### src/rtl/am_demod.sv
// am_demod: digital AM envelope demodulator.
// Full-wave rectifies signed carrier samples (registered), integrates-and-dumps
// over DECIM = 2**LOG2_DEC valid samples, and presents one envelope sample per
// window on a valid/ready output. If the output is still full when a new result
// arrives, that result is dropped and the sticky overflow flag is set.
// Optional feature macro: DC_BLOCK_EN. When it is defined, a carrier-level
// tracker runs after the dump stage and adds one cycle of latency.
// Ports:
//   clk, rst_n           clock, async active-low reset
//   enable               1 = demodulate, 0 = idle (partial window discarded)
//   in_valid, in_data    signed carrier sample stream (no backpressure)
//   out_valid, out_ready envelope handshake
//   out_data             envelope (zero-extended, or signed when DC-blocked)
//   overflow, clr_ovf    sticky drop flag and its synchronous clear
module am_demod #(
    parameter int unsigned DATA_W   = 12,
    parameter int unsigned LOG2_DEC = 4,
    parameter int unsigned DC_SHIFT = 6
) (
    input  logic              clk,
    input  logic              rst_n,
    input  logic              enable,
    input  logic              in_valid,
    input  logic [DATA_W-1:0] in_data,
    output logic              out_valid,
    input  logic              out_ready,
    output logic [DATA_W-1:0] out_data,
    output logic              overflow,
    input  logic              clr_ovf
);
    localparam int unsigned MAG_W = DATA_W - 1;
    localparam int unsigned ACC_W = MAG_W + LOG2_DEC;
    localparam int unsigned CNT_W = LOG2_DEC;

    // Elaboration-time range check on the configuration.
    if (LOG2_DEC < 1 || LOG2_DEC > 8 || DC_SHIFT > 2 * DATA_W) begin : g_param_check
        $error("am_demod: LOG2_DEC or DC_SHIFT out of range");
    end

    typedef enum logic [1:0] {IDLE, ACC, DUMP} state_t;

    state_t            state;
    state_t            state_nxt;
    logic [MAG_W-1:0]  rect;
    logic              rect_valid;
    logic [ACC_W-1:0]  acc;
    logic [CNT_W-1:0]  cnt;
    logic [MAG_W-1:0]  env;
    logic [DATA_W-1:0] neg_c;
    logic [MAG_W-1:0]  mag_c;
    logic [ACC_W-1:0]  sum_c;
    logic              integ_c;
    logic              last_c;
    logic              load_c;
    logic [DATA_W-1:0] res_c;

    // Magnitude of the input; the most negative code saturates to full scale.
    always_comb begin
        neg_c = ~in_data + DATA_W'(1);
        if (in_data[DATA_W-1] && (in_data[MAG_W-1:0] == '0)) begin
            mag_c = '1;
        end else if (in_data[DATA_W-1]) begin
            mag_c = neg_c[MAG_W-1:0];
        end else begin
            mag_c = in_data[MAG_W-1:0];
        end
    end

    // Rectify stage; dropping enable flushes the pending sample.
    always_ff @(posedge clk or negedge rst_n) begin
        if (!rst_n) begin
            rect       <= '0;
            rect_valid <= 1'b0;
        end else begin
            rect_valid <= in_valid & enable;
            if (in_valid & enable) begin
                rect <= mag_c;
            end
        end
    end

    assign sum_c = acc + ACC_W'(rect);

    // State register.
    always_ff @(posedge clk or negedge rst_n) begin
        if (!rst_n) begin
            state <= IDLE;
        end else begin
            state <= state_nxt;
        end
    end

    // Next state; DUMP keeps integrating so consecutive windows are gapless.
    always_comb begin
        state_nxt = state;
        integ_c   = 1'b0;
        last_c    = 1'b0;
        if (!enable) begin
            state_nxt = IDLE;
        end else begin
            case (state)
                IDLE: state_nxt = ACC;
                ACC, DUMP: begin
                    state_nxt = ACC;
                    integ_c   = rect_valid;
                    last_c    = rect_valid && (&cnt);
                    if (last_c) begin
                        state_nxt = DUMP;
                    end
                end
                default: state_nxt = IDLE;
            endcase
        end
    end

    // Integrate-and-dump.
    always_ff @(posedge clk or negedge rst_n) begin
        if (!rst_n) begin
            acc <= '0;
            cnt <= '0;
            env <= '0;
        end else if (!enable) begin
            acc <= '0;
            cnt <= '0;
        end else if (last_c) begin
            acc <= '0;
            cnt <= '0;
            env <= sum_c[ACC_W-1:LOG2_DEC];
        end else if (integ_c) begin
            acc <= sum_c;
            cnt <= cnt + CNT_W'(1);
        end
    end

`ifdef DC_BLOCK_EN
    localparam int unsigned DC_W = DATA_W + DC_SHIFT + 1;

    logic signed [DC_W-1:0] dc;
    logic signed [DC_W-1:0] dc_diff_c;
    logic signed [DC_W-1:0] dc_step_c;
    logic signed [DC_W-1:0] dc_shr_c;
    logic        [DATA_W:0] y_full_c;
    logic [DATA_W-1:0]      y_sat_c;
    logic [DATA_W-1:0]      y_q;
    logic                   y_valid;

    // Subtract the integer part of the tracked carrier level, then move the
    // tracker (DC_SHIFT fraction bits) toward the envelope.
    always_comb begin
        dc_shr_c  = dc >>> DC_SHIFT;
        y_full_c  = {2'b00, env} - dc_shr_c[DATA_W:0];
        dc_diff_c = {2'b00, env, {DC_SHIFT{1'b0}}} - dc;
        dc_step_c = dc_diff_c >>> DC_SHIFT;
        if (y_full_c[DATA_W] != y_full_c[DATA_W-1]) begin
            y_sat_c = y_full_c[DATA_W] ? {1'b1, {MAG_W{1'b0}}} : {1'b0, {MAG_W{1'b1}}};
        end else begin
            y_sat_c = y_full_c[DATA_W-1:0];
        end
    end

    // DC-block stage; a window already in DUMP completes even if enable drops.
    always_ff @(posedge clk or negedge rst_n) begin
        if (!rst_n) begin
            dc      <= '0;
            y_q     <= '0;
            y_valid <= 1'b0;
        end else begin
            y_valid <= (state == DUMP);
            if (state == DUMP) begin
                y_q <= y_sat_c;
                dc  <= dc + dc_step_c;
            end
        end
    end

    assign load_c = y_valid;
    assign res_c  = y_q;
`else
    assign load_c = (state == DUMP);
    assign res_c  = {1'b0, env};
`endif

    // Output register with drop-on-full and sticky overflow (set beats clear).
    always_ff @(posedge clk or negedge rst_n) begin
        if (!rst_n) begin
            out_valid <= 1'b0;
            out_data  <= '0;
            overflow  <= 1'b0;
        end else begin
            if (load_c && (!out_valid || out_ready)) begin
                out_data  <= res_c;
                out_valid <= 1'b1;
            end else if (out_valid && out_ready) begin
                out_valid <= 1'b0;
            end
            if (load_c && out_valid && !out_ready) begin
                overflow <= 1'b1;
            end else if (clr_ovf) begin
                overflow <= 1'b0;
            end
        end
    end

endmodule

### config.mk
export PLATFORM = sky130hd
export DESIGN_NAME = am_demod
export DESIGN_NICKNAME = d
export VERILOG_FILES = /design/src/rtl/am_demod.sv
export SDC_FILE = /design/constraint.sdc
export NUM_CORES = 1
export LEC_CHECK = 0
export BUFFER_PORTS_ARGS = -buffer_cell sky130_fd_sc_hd__buf_4
export CAP_MARGIN = 5
export CELL_PAD_IN_SITES_DETAIL_PLACEMENT = 1
export CELL_PAD_IN_SITES_GLOBAL_PLACEMENT = 1
export CORE_MARGIN = 1
export CORE_UTILIZATION = 50
export CTS_CLUSTER_DIAMETER = 80
export CTS_CLUSTER_SIZE = 24
export DETAILED_ROUTE_END_ITERATION = 16
export GPL_TIMING_DRIVEN = 1
export PLACE_DENSITY_LB_ADDON = 0.1
export SETUP_SLACK_MARGIN = 0.15
export SKIP_LAST_GASP = 1
export SYNTH_ARGS = -nofsm -noshare
export SYNTH_HDL_FRONTEND = slang
export SYNTH_SLANG_ARGS = --single-unit
export TNS_END_PERCENT = 5
### constraint.sdc
create_clock -name clk -period 4.01 [get_ports clk]
set_clock_uncertainty 0.2 [all_clocks]
set_input_delay 0.802 -clock clk [delete_from_list [all_inputs] [get_ports clk]]
set_output_delay 0.802 -clock clk [all_outputs]
set_load 0.05 [all_outputs]
=== Word-level counts from Yosys, hierarchy flattened ===
Cells that the tools add are included.

* Flip-flop bits (word level): 57
* Latch bits: 0
* Memory bits (writable): 0
* Bits in read-only memories: 0
* Input bits: 18
* Output and inout port bits: 14
* Word-level logic and storage cells: 52
* Memories kept: 0

* Add/subtract/negate cells: 3
* $mul: 0
* Divide/modulo/power cells: 0
* Order comparisons: 0
* Equal/unequal tests: 3
* Shift operators: 0
* Muxes and demuxes: 19
* Bitwise operators: 2
* Reductions and logical operators: 16

{| class="wikitable"
|+ Operators by type and width
! kind !! count
|-
| 15-bit 2-to-1 mux || 3
|-
| 11-bit 2-to-1 mux || 2
|-
| 15-bit by 11-bit adder with 15-bit output || 1
|-
| 4-bit 2-to-1 mux || 3
|-
| 11-bit by 1-bit adder with 11-bit output (second input constant) || 1
|-
| 11-bit zero test || 1
|-
| 11-bit inverter || 1
|-
| 1-bit 2-to-1 mux || 8
|-
| 1-bit logical AND || 6
|-
| 4-bit by 1-bit adder with 4-bit output (second input constant) || 1
|-
| 2-bit 2-to-1 mux || 2
|-
| 2-bit case mux with 2 select lines || 1
|-
| 4-bit AND reduction || 1
|-
| 2-bit nonzero test || 2
|-
| 3-bit by 1-bit inequality test with 1-bit output (second input constant) || 1
|-
| 2-bit by 1-bit == test with 1-bit output (second input constant) || 1
|-
| 2-bit == test (second input constant) || 1
|-
| 1-bit zero test || 2
|-
| 2-bit zero test || 1
|-
| 2-bit AND reduction || 1
|-
| 2-bit OR reduction || 1
|-
| 1-bit bitwise AND || 1
|-
| 1-bit logical OR || 1
|}

=== Depth between registers and ports, before layout ===
* Depth after elaboration: 7
* Depth in mapped cells: 9
* Depth with buffers taken out: 9

=== Worst setup path before layout ===
No wires, ideal clock.

* Kind: register to register
* Start: reg rect[6]
* End: reg env[9]
* Setup time: 0.138 ns
* Arrival time: 2.000 ns
* Required time: 3.672 ns
* Slack: 1.672 ns
* Stages on the path, launching flop included: 8
* Path buffers: 0
* Period minus slack after synthesis: 2.338 ns
* Cells stage by stage: dfrtp_1 ha_1 a21o_1 a221o_1 a22o_1 o311ai_4 xor2_1 a21oi_1

* Longest elaborated chain between the ends: 1

{| class="wikitable"
|+ Ends and longest elaborated chain
! element !! line !! RTL
|-
| start, declared || 44 || <nowiki>logic [MAG_W-1:0] rect;</nowiki>
|-
| start signal, assigned || 77 || <nowiki>rect <= mag_c;</nowiki>
|-
| 15-bit by 11-bit adder with 15-bit output || 82 || <nowiki>assign sum_c = acc + ACC_W'(rect);</nowiki>
|-
| end signal, assigned || 128 || <nowiki>env <= sum_c[ACC_W-1:LOG2_DEC];</nowiki>
|-
| end, declared || 48 || <nowiki>logic [MAG_W-1:0] env;</nowiki>
|}

No other way between the ends.
A chain may end at the register's enable or synchronous reset.

=== Worst setup path in the final report ===
* Start: reg rect[0]
* End: reg env[4]

The elaborated chain is that of the path after synthesis.

==> run summary <==
The flow ran to the end, and the final reports show no timing, DRC or antenna violations. The cell chosen for the clock root is clkbuf_8. The most used flip-flop cell after synthesis is dfrtp_1. Post-CTS repair changed the size of 0 cells. The area added between synthesis and finish was 17.2%.

For the pin with the worst max-slew slack, the measured transition is 0.717 ns. Based on the critical path, the design can be clocked at up to 370 MHz. The routed design could run at a clock period as short as 2.70 ns. The first-pass detailed-route iteration total was 4. Of the post-synthesis cell area, the dominant cell type holds 46.8%.

Counting tap cells, the placed design contains a total of 388 instances. The tools report the deepest clock path buffer count as 2. The die is 80.1 µm tall. The run gives 0.00589 mm² as the placeable core region.

Detailed placement finished with a half-perimeter wire length of 4880 µm. For the final wirelength, the log shows 6720 µm. The post-synthesis area per instance works out to 10.5 µm². STA classifies the critical path startpoint as a flip-flop. Worst slew slack as a fraction of its limit: 52.2%. dfrtp_1 takes more of the synthesized area than any other cell. The final worst-path cycle share came out at 67.4%. Violation count after the first detailed-routing iteration: 111. The post-synth design cell area is 0.00305 mm². The number of remaining DRC errors came out at 0. In this run the core area contains 28 standard-cell rows.

Of the synthesized area, sequential elements account for 46.8%. The H-tree generated during clock tree synthesis spans 3 levels. The number of nets produced by synthesis is 325, and the fraction of final layout cells with drive strength greater than 1 is 23.7%.

Ranked by instance count, the synthesized netlist is headed by 57 x dfrtp_1, 21 x nor2_1, 20 x a21oi_1. The design draws 0.00146 W. STA classifies the critical path endpoint as a flip-flop. The total global routing overflow is 0. The clock latency on the worst-skew pair was 0.34 ns. The number of hold buffers added after CTS was 0.

Among all cell types in the netlist, the one instantiated most often is dfrtp_1. The tools report the final number of max-transition violations as 0. The cell count after synthesis is 290, and the max-capacitance violation count is 0.

The count of flip-flops with a built-in enable after synthesis came out at 0. The initial utilization of the core area, before any placement, comes to 51.8%. The tools report the largest vdd supply drop as 0.000240 V.

For the distinct cell type count of the synthesized netlist, the log shows 52. The number of buffers inserted to repair setup after CTS is 0, and the number of nets with antenna violations after routing is 0. Dividing total power by cell area gives a power density of 408 mW/mm².

Summing over every cut layer, the via total after detailed routing is 2283. Setup violations remaining at the end of the flow were counted as 0. For the pin count of the biggest net entering global routing, the log shows 58. The pre-CTS setup slack came out at 1.36 ns. The tightest min-delay check is of the reg2reg type.

From left edge to right edge, the die measures 80.1 µm. The via count of the first global-routing pass was 2348. Of all nets on the critical path, the largest fanout is 4. The die area was 0.00641 mm²; the slack of the critical path was 1.31 ns. The number of antenna diodes in the final layout is 0. Summed over all cells, the static leakage comes to 1.71 nW.

After detailed routing, the average wire length per cell comes to 16.6 µm. Buffers inserted during clock tree synthesis total 9. The number of synthesized register bits works out to 57.

The clock-pin slew reported for the worst setup and hold paths after clock tree synthesis works out to 0.07 ns. STA puts the critical path data required time at 4.04 ns. During placement, the flow inserted port buffers numbering 30. In the synthesized netlist the async set-or-reset flop fraction comes to 100%. The overall routing resource usage is 23.8%, and the detailed-route vias per instance is 5.65. Ranked by total cell area, the synthesized netlist is headed by dfrtp_1 47%, ha_1 6.6%, mux2_2 6.3%. TritonCTS built the clock tree. The first global-routing pass estimated 11300 µm of wire. The tools report the number of endpoints with negative hold slack in the final report as 0. For this run, the number of Yosys warnings is 0.

The final total negative setup slack was 0 ns. Setup repair after global routing left no endpoint under its margin. The setup path with the least slack is of type reg2reg. Leaving out filler cells and counting taps, the final layout contains 404.

After the last flow step, the layout net total stands at 359. The clock drives 57 sinks. The logs give 0 for the initial antenna violation count and 32 for the count of pins on the block boundary.

At the end of routability-driven placement, the weighted congestion stood at 0.769. For the worst setup path, the data arrival time is 2.73 ns.
cell type report:
type,count,area [µm²]
Fill cell,644,2310
Clock inverter,5,77.6
Multi-Input combinational cell,208,1520
Inverter,16,60.1
Clock buffer,11,151
Sequential cell,57,1430
Tap cell,75,93.8
Timing Repair Buffer,32,240
power breakdown:
group	total [W]	internal, W	switching, W	leakage, nW
Combinational	0.000224	0.0000882	0.000136	0.843
Clock	0.000616	0.000381	0.000235	0.115
Sequential	0.000620	0.000600	0.0000196	0.754
placed cells by master (no fill, tap or decap), drive strengths merged, types with 2 or more instances in the layout:
master / Yosys / layout
and2: 4 / 4
nand2b: 2 / 2
o311ai: 2 / 2
clkbuf: 8 / 11
xor2: 11 / 11
inv: 16 / 16
and3: 2 / 2
o31ai: 5 / 5
clkinv: 0 / 2
a31oi: 6 / 6
dfrtp: 57 / 57
mux2i: 2 / 2
nand2: 19 / 19
nor3: 6 / 6
nand3: 5 / 5
bufinv: 0 / 2
a211oi: 2 / 2
o22ai: 2 / 2
a21oi: 20 / 20
a21o: 5 / 5
xnor2: 8 / 8
ha: 16 / 16
a22o: 10 / 10
or3: 4 / 4
mux2: 17 / 17
a21boi: 2 / 2
nor2: 21 / 21
a31o: 3 / 3
o21ai: 16 / 16
nor2b: 2 / 2
buf: 1 / 32
cell families after synthesis:
kind of cell	Yosys count	share of synthesized area (%)
xor+xnor	19	5.46
simple gates	70	11.2
fa+ha+maj	17	7.22
buf+inv	25	3.20
other cells	1	0.123
compound gates	82	19.0
flops	57	46.8
mux	19	6.94
state kept, by name (all words and copies together) (netlist names):
signal	count
state	2
overflow	1
env	11
cnt	4
rect_valid	1
acc	15
rect	11
out_data	11
out_valid	1
per-layer routing:
metal	vias up	share of wire, %	global-route usage (%)	wire length (µm)
met2	32	50	40.5	3350
met1	1129	46	29.7	3070
li1	1114	-	-	-
met4	0	1.2	6.96	81
met3	8	3.1	6.14	209
met5	-	0	0	0
critical path: stages (launching register included):
cell and delay (ns):
dfrtp_1 0.37, ha_1 0.18, inv_1 0.06, fa_1 0.41
nor2b_1 0.18, o211ai_1 0.15, a31oi_1 0.43, a21oi_1 0.17
xnor2_1 0.18, mux2_2 0.28
path summary, 6_finish.rpt:
| kind | start | endpoint | slack [ns] | depth (start not counted) |
|---|---|---|---|---|
| worst min register to register | out_data[8] | out_data[8] | 0.28 | 2 |
| worst max register to register | rect[0] | env[4] | 1.31 | 9 |
| worst min-delay path | out_data[8] | out_data[8] | 0.28 | 2 |
| worst max-delay path | rect[0] | env[4] | 1.31 | 9 |
| min in group asynchronous | rst_n | cnt[3] | 0.31 | 1 |
| max in group asynchronous | rst_n | rect[5] | 2.82 | 1 |
per-stage QoR:
step                instance area, µm²  hold slack (ns)  util (%)
CTS                               3570            0.288      60.7
finish                            3570            0.282      60.7
floorplan                         3050            0.254         -
global route                      3570            0.321      60.7
detailed placement                3340            0.275      56.8
global placement                  3340            0.273      56.8
No activity file was read; power rests on OpenSTA's default activity.
